## src/rtl/snake_game_sequencer.sv

```systemverilog
// snake_game_sequencer: game FSM (idle/play/eat/over), head/apple positions and score, paced by frame_start
module snake_game_sequencer #(
  parameter int MOVE_FRAMES = 3,
  parameter int STEP        = 5,
  parameter int X_MIN       = 11,
  parameter int X_MAX       = 605,
  parameter int Y_MIN       = 11,
  parameter int Y_MAX       = 445,
  parameter int START_X     = 20,
  parameter int START_Y     = 20,
  parameter int APPLE_X0    = 300,
  parameter int APPLE_Y0    = 220,
  parameter int SCORE_W     = 8
) (
  input  logic               vga_clk,
  input  logic               reset,
  input  logic               frame_start,
  input  logic               start_btn,
  input  logic [1:0]         direction,
  input  logic               hit,
  input  logic [9:0]         rand_x,
  input  logic [9:0]         rand_y,
  output logic [9:0]         snake_x,
  output logic [9:0]         snake_y,
  output logic [9:0]         apple_x,
  output logic [9:0]         apple_y,
  output logic [SCORE_W-1:0] score,
  output logic [1:0]         state,
  output logic               move_tick
);
  localparam int FW = MOVE_FRAMES > 1 ? $clog2(MOVE_FRAMES) : 1;
  localparam logic [9:0] X0 = 10'(START_X);
  localparam logic [9:0] Y0 = 10'(START_Y);
  localparam logic [9:0] AX0 = 10'(APPLE_X0);
  localparam logic [9:0] AY0 = 10'(APPLE_Y0);
  localparam logic signed [10:0] S = 11'(STEP);
  localparam logic signed [10:0] XMN = 11'(X_MIN);
  localparam logic signed [10:0] XMX = 11'(X_MAX);
  localparam logic signed [10:0] YMN = 11'(Y_MIN);
  localparam logic signed [10:0] YMX = 11'(Y_MAX);
  typedef enum logic [1:0] {IDLE = 2'b00, PLAY = 2'b01, EAT = 2'b10, OVER = 2'b11} state_e;
  state_e state_q, state_d;
  logic [9:0] x_q, x_d, y_q, y_d, ax_q, ax_d, ay_q, ay_d;
  logic [SCORE_W-1:0] score_q, score_d;
  logic [FW-1:0] cnt_q, cnt_d;
  logic hit_q, hit_d, btn_q, tick_q, tick_d;
  logic start_rise, move, out;
  logic signed [10:0] nx, ny;
  always_comb begin
    start_rise = start_btn & ~btn_q;
    move = frame_start & (cnt_q == FW'(MOVE_FRAMES - 1));
    // 11-bit signed so a left/up step below zero still compares as under the minimum
    nx = $signed({1'b0, x_q}) + (direction == 2'b01 ? S : direction == 2'b10 ? -S : 11'sd0);
    ny = $signed({1'b0, y_q}) + (direction == 2'b00 ? S : direction == 2'b11 ? -S : 11'sd0);
    out = (nx < XMN) | (nx > XMX) | (ny < YMN) | (ny > YMX);
    state_d = state_q;
    x_d = x_q;
    y_d = y_q;
    ax_d = ax_q;
    ay_d = ay_q;
    score_d = score_q;
    cnt_d = cnt_q;
    hit_d = 1'b0;
    tick_d = 1'b0;
    case (state_q)
      IDLE: begin
        x_d = X0;
        y_d = Y0;
        ax_d = AX0;
        ay_d = AY0;
        score_d = '0;
        if (start_rise) begin
          state_d = PLAY;
          cnt_d = '0;
        end
      end
      PLAY: begin
        hit_d = hit_q | hit;
        if (frame_start) cnt_d = move ? '0 : cnt_q + FW'(1);
        if (move && out) begin
          state_d = OVER;
          hit_d = 1'b0;
        end else begin
          if (move) begin
            x_d = nx[9:0];
            y_d = ny[9:0];
            tick_d = 1'b1;
          end
          // eat decision uses only hits latched before this frame_start
          if (frame_start && hit_q) begin
            state_d = EAT;
            hit_d = 1'b0;
          end
        end
      end
      EAT: begin
        ax_d = rand_x;
        ay_d = rand_y;
        score_d = &score_q ? score_q : score_q + SCORE_W'(1);
        state_d = PLAY;
      end
      OVER: begin
        if (start_rise) begin
          state_d = IDLE;
          x_d = X0;
          y_d = Y0;
          ax_d = AX0;
          ay_d = AY0;
          score_d = '0;
        end
      end
    endcase
  end
  always_ff @(posedge vga_clk) begin
    if (!reset) begin
      state_q <= IDLE;
      x_q <= X0;
      y_q <= Y0;
      ax_q <= AX0;
      ay_q <= AY0;
      score_q <= '0;
      cnt_q <= '0;
      hit_q <= 1'b0;
      btn_q <= 1'b0;
      tick_q <= 1'b0;
    end else begin
      state_q <= state_d;
      x_q <= x_d;
      y_q <= y_d;
      ax_q <= ax_d;
      ay_q <= ay_d;
      score_q <= score_d;
      cnt_q <= cnt_d;
      hit_q <= hit_d;
      btn_q <= start_btn;
      tick_q <= tick_d;
    end
  end
  assign snake_x = x_q;
  assign snake_y = y_q;
  assign apple_x = ax_q;
  assign apple_y = ay_q;
  assign score = score_q;
  assign state = state_q;
  assign move_tick = tick_q;
endmodule

```

## config.mk

```make
export PLATFORM = sky130hd
export DESIGN_NAME = snake_game_sequencer
export DESIGN_NICKNAME = d
export VERILOG_FILES = /design/src/rtl/snake_game_sequencer.sv
export SDC_FILE = /design/constraint.sdc
export NUM_CORES = 1
export LEC_CHECK = 0
export CAP_MARGIN = 40
export CORE_UTILIZATION = 51
export CTS_CLUSTER_DIAMETER = 200
export CTS_CLUSTER_SIZE = 24
export DETAILED_ROUTE_END_ITERATION = 10
export PLACE_DENSITY = 0.92
export SYNTH_ARGS = -nofsm -noshare
export SYNTH_HDL_FRONTEND = slang
export SYNTH_SLANG_ARGS = --single-unit
```

## constraint.sdc

```tcl
create_clock -name vga_clk -period 5.11 [get_ports vga_clk]
set_input_delay 0.511 -clock vga_clk [delete_from_list [all_inputs] [get_ports vga_clk]]
set_output_delay 0.511 -clock vga_clk [all_outputs]
set_load 0.005 [all_outputs]
```

Yosys cells after proc, flatten, opt, wreduce, memory -nomap -nowiden --
Cells that the tools add are included.
Word-level totals: flip-flop bits (word level) 55, bits of input ports 27, word-level logic and storage cells 83
Cells by class: bitwise logic cells 9, reductions and logical operators 15, muxes and demuxes 27, $add $sub $neg 4, magnitude comparators 4, eq/ne operators 14
Operators by type and width (count):
- $pmux 10 s3 | 4
- $mux 10 | 7
- $mux 11 | 4
- $pmux 8 s3 | 1
- $add 11x11->11 | 2
- $lt 11x5->1 const B | 2
- $mux 8 | 2
- $mux 2 | 6
- $ne 2x2->1 const B | 6
- $gt 11x10->1 const B | 1
- $gt 11x11->1 const B | 1
- $eq 2x2->1 const B | 5
- $reduce_and 3->1 | 3
- $add 8x1->8 const B | 1
- $pmux 2 s4 | 1
- $reduce_and 8->1 | 1
- $reduce_bool 3->1 | 2
- $eq 2x1->1 const B | 2
- $logic_not 2->1 | 2
- $or 1x1->1 | 4
- $pmux 2 s2 | 1
- $reduce_and 4->1 | 1
- $reduce_or 4->1 | 1
- $ne 3x3->1 const B | 1
- 8 further kinds | 12

Logic depth before layout (Yosys ltp) --
Gate-level depths: netlist of run 1.
word-level depth 11, depth in mapped cells 17, gate-level depth less buffers 15

Worst setup path after synthesis of run 1 --
OpenSTA, ideal clock, no wires.
path kind input to register, from input port direction[0], to register x_q[3] (netlist: snake_x[3]), arrival 3.926 ns, stages 17, slack 1.065 ns, path through inv_1 > ha_1 > buf_6 > clkbuf_1 > xor2_1 > ha_1 > a21o_1 > a21oi_1 > a221oi_1 > xnor2_1 > nor3_1 > o21a_1 > or4_4 > a2111oi_2 > nor2_1 > buf_6 > a211o_1
Between the ends: word-level cells in the longest chain between the ends 11, elaborated cells on any way between the ends 23
RTL lines:
- from (decl) | line 19 | input logic [1:0] direction,
- $eq 2x2->1 | line 53 | nx = $signed({1'b0, x_q}) + (direction == 2'b01 ? S : direction == 2'b10 ? -S : 11'sd0);
- $mux 11 (2 in series) | line 53
- $add 11x11->11 | line 53
- $lt 11x5->1 or $gt 11x11->1 (tied branches) | line 55 | out = (nx < XMN) | (nx > XMX) | (ny < YMN) | (ny > YMX);
- $or 1x1->1 (3 in series) | line 55
- $logic_and 1x1->1 | line 80 | if (move && out) begin
- $ne 2x2->1 (no source line)
- $reduce_and 4->1 (no source line)
- to (signal assigned) | line 117 | x_q <= X0;
- to (signal assigned) | line 128 | x_q <= x_d;
- to (decl) | line 43 | logic [9:0] x_q, x_d, y_q, y_d, ax_q, ax_d, ay_q, ay_d;
Several ways; a longest one is shown, not always the timed one. The select of a mux whose other input is x is not followed. A chain may end at the register's enable or synchronous reset.

Worst setup path after layout of run 1 --
from input port direction[1], to register y_q[4] (netlist: snake_y[4])
Between the ends: word-level cells in the longest chain between the ends 11, elaborated cells on any way between the ends 23
RTL lines:
- $eq 2x2->1 | line 53
- $mux 11 (2 in series) | line 53
- $add 11x11->11 | line 53
- $lt 11x5->1 or $gt 11x11->1 (tied branches) | line 55
- $or 1x1->1 (3 in series) | line 55
- $logic_and 1x1->1 | line 80
- $ne 2x2->1 (no source line)
- $reduce_and 4->1 (no source line)
- to (signal assigned) | line 129 | y_q <= y_d;
- to (decl) | line 43
Several ways; a longest one is shown, not always the timed one. The select of a mux whose other input is x is not followed.

==> results of run 1 <==
[cell usage after synthesis (2+ instances only)]
cell type	number
a2111oi_0	4
a211o_1	2
a211oi_1	3
a21boi_0	7
a21o_1	12
a21oi_1	16
a221oi_1	2
a22o_1	20
a22oi_1	4
a2bb2oi_1	2
a31oi_1	5
a41oi_1	2
and2_1	2
and3_1	2
buf_2	7
buf_6	2
clkbuf_1	13
dfxtp_1	55
ha_1	19
inv_1	16
mux2i_1	4
nand2_1	24
nand2b_1	5
nand3_1	6
nand4_1	3
nor2_1	29
nor2b_1	12
nor3_1	9
o211a_1	2
o211ai_1	4
o21a_1	4
o21ai_0	15
o21ai_1	3
o21ai_2	2
o22a_1	10
o22ai_1	4
o2bb2ai_1	3
o311ai_0	2
o31ai_1	3
or2_2	4
or3_1	4
xnor2_1	9
xor2_1	10
[registers in the layout (all words and copies together) (netlist names)]
signal,count
move_tick,1
apple_x,10
btn_q,1
hit_q,1
state,2
cnt_q,2
snake_y,10
apple_y,10
score,8
snake_x,10
[cell usage in the layout (no fill, tap or decap), types with 3 or more instances in the layout]
| cell | instances |
|---|---|
| o22ai_1 | 4 |
| dfxtp_1 | 55 |
| nor3_1 | 9 |
| nand2_1 | 24 |
| o21ai_1 | 3 |
| clkdlybuf4s50_1 | 77 |
| a21o_1 | 12 |
| nor2b_1 | 12 |
| a2111oi_0 | 4 |
| a21boi_0 | 7 |
| a22o_1 | 20 |
| nand2b_1 | 5 |
| ha_1 | 19 |
| a31oi_1 | 5 |
| clkbuf_8 | 5 |
| xnor2_1 | 9 |
| nand4_1 | 3 |
| xor2_1 | 10 |
| inv_1 | 16 |
| o2bb2ai_1 | 3 |
| buf_4 | 7 |
| nor2_1 | 29 |
| a22oi_1 | 4 |
| o21a_1 | 4 |
| mux2i_1 | 4 |
| o21ai_0 | 15 |
| o22a_1 | 10 |
| nand3_1 | 6 |
| or2_2 | 4 |
| o211ai_1 | 4 |
| o31ai_1 | 3 |
| a211oi_1 | 3 |
| or3_1 | 4 |
| a21oi_1 | 16 |
[worst paths after layout]
| check | cells after the start | slack, ns | endpoint | start |
|---|---|---|---|---|
| hold / removal | 1 | 0.49 | apple_x[1]$_SDFFE_PN0P_ | apple_x[1]$_SDFFE_PN0P_ |
| hold reg to reg | 1 | 0.49 | apple_x[1]$_SDFFE_PN0P_ | apple_x[1]$_SDFFE_PN0P_ |
| setup / recovery | 16 | 0.37 | snake_y[4]$_SDFFE_PN1P_ | direction[1] |
| setup reg to reg | 12 | 1.17 | snake_y[4]$_SDFFE_PN1P_ | snake_y[0]$_SDFFE_PN0P_ |
[worst reg2reg max path, cell delays in order (launching register included)]
cell	delay, ns
dfxtp_1	0.34
ha_1	0.23
fa_1	0.41
a211oi_1	0.38
o21ai_0	0.21
nand2_1	0.16
o22ai_1	0.09
a2111oi_0	0.41
o311ai_0	0.28
buf_4	0.22
a2111oi_4	0.67
inv_1	0.22
a2bb2oi_1	0.20
[cell type report]
class                      instances  share of cell area [%]
clock buffer                       5                   1.608
timing repair buffer              84                   19.24
tap                               77                   2.251
multi-input combinational        294                   49.04
sequential                        55                   25.73
inverter                          17                   1.491
clock inverter                     3                  0.6433
[metrics by stage]
step                      hold WS, ns  setup slack [ns]  util, %  power (mW)  area [um^2]
final                          0.4891            0.3699    67.01      0.8165         4279
after global routing           0.5264           0.02464    67.01      0.8492         4279
after CTS                      0.4910            0.4287    67.01      0.8207         4279
after detailed placement       0.4669            0.1443    65.50      0.5665         4183
after global placement         0.4598           0.02825    65.38      0.5605         4175
after floorplan                0.4578             1.065        -      0.5219         3377
[layer usage]
metal | wire length [um] | GRT usage, %
met5 | 0 | 0
met3 | 554 | 5.368
met1 | 3707 | 30.89
met2 | 4210 | 44.34
met4 | 159 | 8.307
[report_power, final]
part	internal [mW]	total (mW)	switching, mW	leakage (nW)
combinational	0.0578	0.124	0.0664	1.24
clock	0.102	0.257	0.155	0.0467
sequential	0.431	0.435	0.00374	0.444
total	0.591	0.816	0.226	1.73
[cells by family after synthesis]
logic type / synth area share, %
adder cells (fa/ha/maj): 7.633
AO/OA/AOI/OAI: 32.12
XOR/XNOR: 4.928
AND/OR/NAND/NOR: 16.27
flip-flops: 32.60
buffers and inverters: 5.261
multiplexers: 1.186
==> results.txt, run 1 <==
The flow ran to the end, and the final reports show no timing, DRC or antenna violations. Among all stages on the critical path, the largest delay is contributed by a2111oi_4. STA classifies the critical path startpoint as a primary input. Among cell families on the critical path, the largest total delay comes from compound AO/OA/AOI/OAI gates. The total area of multi-input combinational cells came out at 0.002098 mm^2.

Power spread over the standard cell area amounts to 190.8 mW/mm^2. The count of maximum capacitance violations is 0. The number of slew-limit violations in the final report is 0. For this design, the CTS-stage hold fixing added 0 buffers. The cell count after placement came out at 527. The number of placement rows is 29. The final route contains 3243 vias. The first detailed-routing pass took 5 iterations. The cell taking the most area after synthesis is dfxtp_1. The share of layout cells above drive strength 1 is 6.332%. The class of the most critical hold timing path is register to register.

Setup repair after global routing left no endpoint under its margin. Clock tree synthesis found a total of 55 sinks. The post-synthesis cell count is 389.

The HPWL after detailed placement is 6.332 mm. For this configuration, the core starts out at a cell density of 52.88%. The die span in y is 83.37 um. The endpoint arrival time on the critical path came out at 4.95 ns. The leakage power of the design is 1.726 nW.

The global-route usage over all layers is 25.36%. The count of input and output buffers is 77. The antenna cell count is 0. The post-route minimum period came out at 4.740 ns. The longest clock path from root to sink contains 2 buffers. The total number of H-tree levels came out at 2. By instance count, the cell type seen most on the critical path is inv_1. The latest clock arrival within the worst-skew pair is 0.32 ns.

Across the whole layout, storage elements account for 0.001101 mm^2. The number of buffers inserted by post-CTS setup repair came out at 0. The number of warning messages in the yosys log is 0.

The cell area after synthesis came out at 0.003377 mm^2. Summing the sequential cell areas from Yosys gives 32.60% of the chip area. The peak ir drop on the vdd network is 161.0 uV. The maximum frequency from static timing analysis came out at 211.0 MHz. The count of placed standard cells in the final layout, fillers left out is 535.

The share of the cycle needed by the critical path after routing is 92.76%. The core area came out at 0.006386 mm^2. The number of endpoints with negative hold slack in the final report is 0. The post-detailed-route DRC marker count came out at 0.

The die covers 0.006951 mm^2. The number of clock buffers added by TritonCTS is 5. The number of enable-type register cells in the synthesized netlist is 0. After synthesis, the cell types taking the most area are dfxtp_1, ha_1, a22o_1. The congestion estimate from routability-driven global placement came to 0.8864. The final wirelength is 8.631 mm. Synthesis inferred 55 register bits. The critical-path maximum fanout is 11. The number of antenna violations at the first check in global routing came out at 0. The number of vias per cell came out at 6.062. The average footprint of a synthesized cell is 8.681 um^2. In the synthesized netlist the dominant register cell turns out to be dfxtp_1. The clock tree from TritonCTS is built. The root buffer cell chosen for the clock tree is clkbuf_8. The nature of the critical path endpoint is a register. The detail-routed net length per standard cell came out at 16.13 um. The area overhead of the layout relative to synthesis came out at 26.71%.

For the pin with the worst max-slew slack, the measured transition is 0.7883 ns. The number of global-route vias before repair is 3252. The total grt overflow came out at 0. For this run, asynchronously set or reset flops after synthesis account for 0%. The number of nets in the synthesized netlist came out at 436. The clock-pin slew on the worst setup and hold paths came out at 0.11 ns. The portion of synthesized cell area occupied by the leading cell type is 32.60%. The setup TNS came out at 0 ns.

The boundary pin count came out at 78. The post-layout net count came out at 504. The number of design-rule violations left by the first detailed-router iteration is 259.

The worst pin sits at a relative slew slack of 47.45%. Synthesis instantiated 66 different standard cells from the library. The floorplan die width came out at 83.37 um. Setup violations remaining at the end of the flow were counted as 0. The number of nets still failing antenna checks after routing came out at 0.

The required time at the endpoint of the critical path is 5.32 ns. Traced cell by cell, the critical path runs through clkdlybuf4s50_1, inv_1, ha_1, inv_1, ha_1, fa_1, a211oi_1, o21ai_0, nand2_1, o22ai_1, a2111oi_0, o311ai_0, buf_4, a2111oi_4, inv_1, a2bb2oi_1. Counting both buffers and inverters, the worst setup path holds a total of 5. By startpoint and endpoint, the worst setup path is classified as primary input to register. The first global-routing pass estimated 14.70 mm of wire.

Entering global routing, the biggest net connects 25 pins. The number of fillers in the final layout came out at 483. On the worst path, the slowest cell contributes a delay of 0.67 ns. The number of gates resized after cts is 0. The clock tree skew after final layout is 0.01053 ns.
Power figures use the tool's default switching activity.
==> run 2, diff against run 1 <==
--- a/config.mk
+++ b/config.mk
@@ -6,7 +6,9 @@
 export NUM_CORES = 1
 export LEC_CHECK = 0
 export CAP_MARGIN = 40
-export CORE_UTILIZATION = 51
+export CELL_PAD_IN_SITES_DETAIL_PLACEMENT = 1
+export CELL_PAD_IN_SITES_GLOBAL_PLACEMENT = 2
+export CORE_UTILIZATION = 30
 export CTS_CLUSTER_DIAMETER = 200
 export CTS_CLUSTER_SIZE = 24
 export DETAILED_ROUTE_END_ITERATION = 10
==> run 2 against run 1 <==
Against the previous run:
- core utilization is 26 points lower
- clock skew is 0.0012 ns higher
- critical path type unchanged
- fmax is 1.3% higher
- largest power group unchanged
- setup slack better by 0.063 ns
- hold slack hardly changed
- largest cell class unchanged
- first-iteration DRC count is 60% lower
==> results.txt, run 2 (same netlist as run 1, synthesis figures left out) <==
The count of placed standard cells in the final layout, fillers left out is 601 (was 535). The reg-to-reg critical path endpoint was snake_x[3]$_SDFFE_PN0P_ (was snake_y[4]$_SDFFE_PN1P_). The clock tree from TritonCTS is built (unchanged). The largest net degree at the start of global routing came out at 25 (unchanged).

The latest clock arrival within the worst-skew pair came out at 0.31 ns (was 0.32 ns). The post-layout instance area is 0.004413 mm^2 (was 0.004279 mm^2). The end-of-flow core utilization is 40.53% (was 67.01%). The core area came out at 0.01089 mm^2 (was 0.006386 mm^2). The via count came out at 3244 (was 3243). Unrepaired setup endpoints after global routing: no (unchanged). The number of endpoints with negative hold slack in the final report is 0 (unchanged). The total die area was 0.01168 mm^2 (was 0.006951 mm^2). The final weighted congestion in routability-driven placement was 0.8503 (was 0.8864). The clock sink count came out at 55 (unchanged).

The instance area after placement was 0.004284 mm^2 (was 0.004183 mm^2). The count of maximum capacitance violations was 0 (unchanged). The nature of the critical path endpoint is a register (unchanged). The number of antenna violations at the first check in global routing was 0 (unchanged). The antenna cell count came out at 0 (unchanged). The final wirelength is 9.932 mm (was 8.631 mm). The register-to-register setup slack came out at 1.17 ns (about the same). The hold path startpoint is apple_x[4]$_SDFFE_PN0P_ (was apple_x[1]$_SDFFE_PN0P_).

The worst relative slew slack is 35.49% (was 47.45%). The detail-routed net length per standard cell was 16.53 um (was 16.13 um). The clock tree skew after final layout came out at 0.01177 ns (was 0.01053 ns). The boundary pin count came out at 78 (unchanged).

The post-detailed-route DRC marker count is 0 (unchanged). The final worst hold slack came to 0.4889 ns (was 0.4891 ns). The clock root buffer is clkbuf_8 (unchanged). The total grt overflow is 0 (unchanged). Most used cells in the layout excluding fill and tap cells: clkdlybuf4s50_1, dfxtp_1, nor2_1 (unchanged).

The areal power density over the cells is 199.1 mW/mm^2 (was 190.8 mW/mm^2). The buffer levels on the longest clock path came out at 2 (unchanged). The global-route wire length before repair is 16.36 mm (was 14.70 mm). The post-route minimum period is 4.677 ns (was 4.740 ns). The required time at the endpoint of the critical path is 5.38 ns (was 5.32 ns). The number of placement rows is 38 (was 29). The number of detailed-route iterations in the first pass came out at 4 (was 5). The critical-path maximum fanout came out at 9 (was 11). The class of the most critical hold timing path is register to register (unchanged).

The leading cell type in the layout, fill and taps excluded is clkdlybuf4s50_1 (unchanged). The cell count after placement came out at 593 (was 527). The number of global-route vias before repair was 3358 (was 3252). The post-layout net count came out at 507 (was 504). The number of vias per cell came out at 5.398 (was 6.062). The leakage power of the design came to 1.756 nW (was 1.726 nW). The count of input and output buffers came out at 77 (unchanged). The final setup violation count is 0 (unchanged). The number of design-rule violations left by the first detailed-router iteration is 104 (was 259).

The total number of H-tree levels is 2 (unchanged). The peak ir drop on the vdd network is 157.4 uV (was 161.0 uV). The path type of the worst setup path is primary input to register (unchanged).

The HPWL after detailed placement was 7.597 mm (was 6.332 mm). The floorplan die width is 108.1 um (was 83.37 um). The path depth of the worst reg2reg path came to 12 (unchanged). The number of buffers inserted by post-CTS setup repair is 0 (unchanged).

The share of the cycle needed by the critical path after routing came out at 91.53% (was 92.76%). The global-route usage over all layers came out at 17.45% (was 25.36%). The number of nets still failing antenna checks after routing is 0 (unchanged). The post-layout total power is 878.8 uW (was 816.5 uW). The worst-margin pin slew came out at 0.9677 ns (was 0.7883 ns). The clock-pin slew on the worst setup and hold paths is 0.11 ns (about the same). The die span in y came out at 108.1 um (was 83.37 um).

The critical path startpoint category was a primary input (unchanged). The maximum frequency from static timing analysis is 213.8 MHz (was 211.0 MHz). Status: finished clean (unchanged).

The area overhead of the layout relative to synthesis is 30.68% (was 26.71%). The endpoint of the worst hold path was apple_x[4]$_SDFFE_PN0P_ (was apple_x[1]$_SDFFE_PN0P_). The effective utilization at floorplan came out at 31.02% (was 52.88%). The worst hold path depth came to 1 (unchanged). The number of slew-limit violations in the final report came out at 0 (unchanged). The startpoint of the most critical register-to-register path was snake_y[1]$_SDFFE_PN0P_ (was snake_y[0]$_SDFFE_PN0P_). The total CTS buffers is 5 (unchanged).

The share of layout cells above drive strength 1 came out at 7.375% (was 6.332%). The endpoint arrival time on the critical path is 4.95 ns (about the same).
==> run 2: final cells by class <==
cell class                 count  area (um^2)
fill                        1283         6475
multi-input combinational    294         2106
sequential                    55         1101
timing repair buffer          87        845.8
tap                          140        175.2
clock buffer                   6        82.58
inverter                      17        63.81
clock inverter                 2        38.79
==> run 2: worst max-delay path, stage by stage <==
cell             delay [ns]
clkdlybuf4s50_1        0.52
inv_1                  0.09
ha_1                   0.30
inv_1                  0.05
ha_1                   0.20
fa_1                   0.42
a211oi_2               0.32
o21ai_0                0.17
nand2_1                0.17
o22ai_1                0.09
a2111oi_0              0.42
o311ai_0               0.32
buf_4                  0.23
a2111oi_4              0.56
buf_4                  0.26
nor3b_1                0.18
a211o_1                0.12
==> run 2: where the power goes <==
part | switching, mW | total (mW) | leakage (nW) | internal [mW]
logic | 0.0687 | 0.128 | 1.25 | 0.0592
registers | 0.00394 | 0.435 | 0.444 | 0.431
clock network | 0.154 | 0.316 | 0.0618 | 0.162
==> run 2: how the worst max path moves through the flow <==
stage / startpoint / to / slack, ns / cells past startpoint
2_1_floorplan: direction[0] / snake_x[3]$_SDFFE_PN0P_ / 1.06 / 17
6_report: direction[0] / snake_x[3]$_SDFFE_PN0P_ / 0.43 / 17
4_1_cts: direction[1] / snake_x[3]$_SDFFE_PN0P_ / 0.25 / 17
5_1_grt: direction[0] / snake_x[3]$_SDFFE_PN0P_ / 0.008 / 17
3_5_place_dp: direction[0] / snake_x[3]$_SDFFE_PN0P_ / -0.07 / 17
3_3_place_gp: direction[1] / snake_x[3]$_SDFFE_PN0P_ / 0.03 / 17
==> run 2: timing repair <==
item,in CTS,in global routing
hold buffers,0,0
endpoints found under the setup margin,0,5
resized for setup,0,2
==> run 2: per-stage QoR <==
| stage | setup TNS [ns] | setup slack, ns |
|---|---|---|
| 2_1_floorplan | 0 | 1.065 |
| 3_3_place_gp | 0 | 0.02923 |
| 3_5_place_dp | -0.07484 | -0.07484 |
| 4_1_cts | 0 | 0.2534 |
| 5_1_grt | 0 | 0.008364 |
| 6_report | 0 | 0.4327 |
==> run 2: per-layer routing <==
metal,GRT usage [%],wire length (um),vias to the layer above
met3,4.641,621,10
met5,0,0,-
met1,21.77,4518,1570
met4,3.816,119,0
li1,-,-,1577
met2,29.89,4673,87
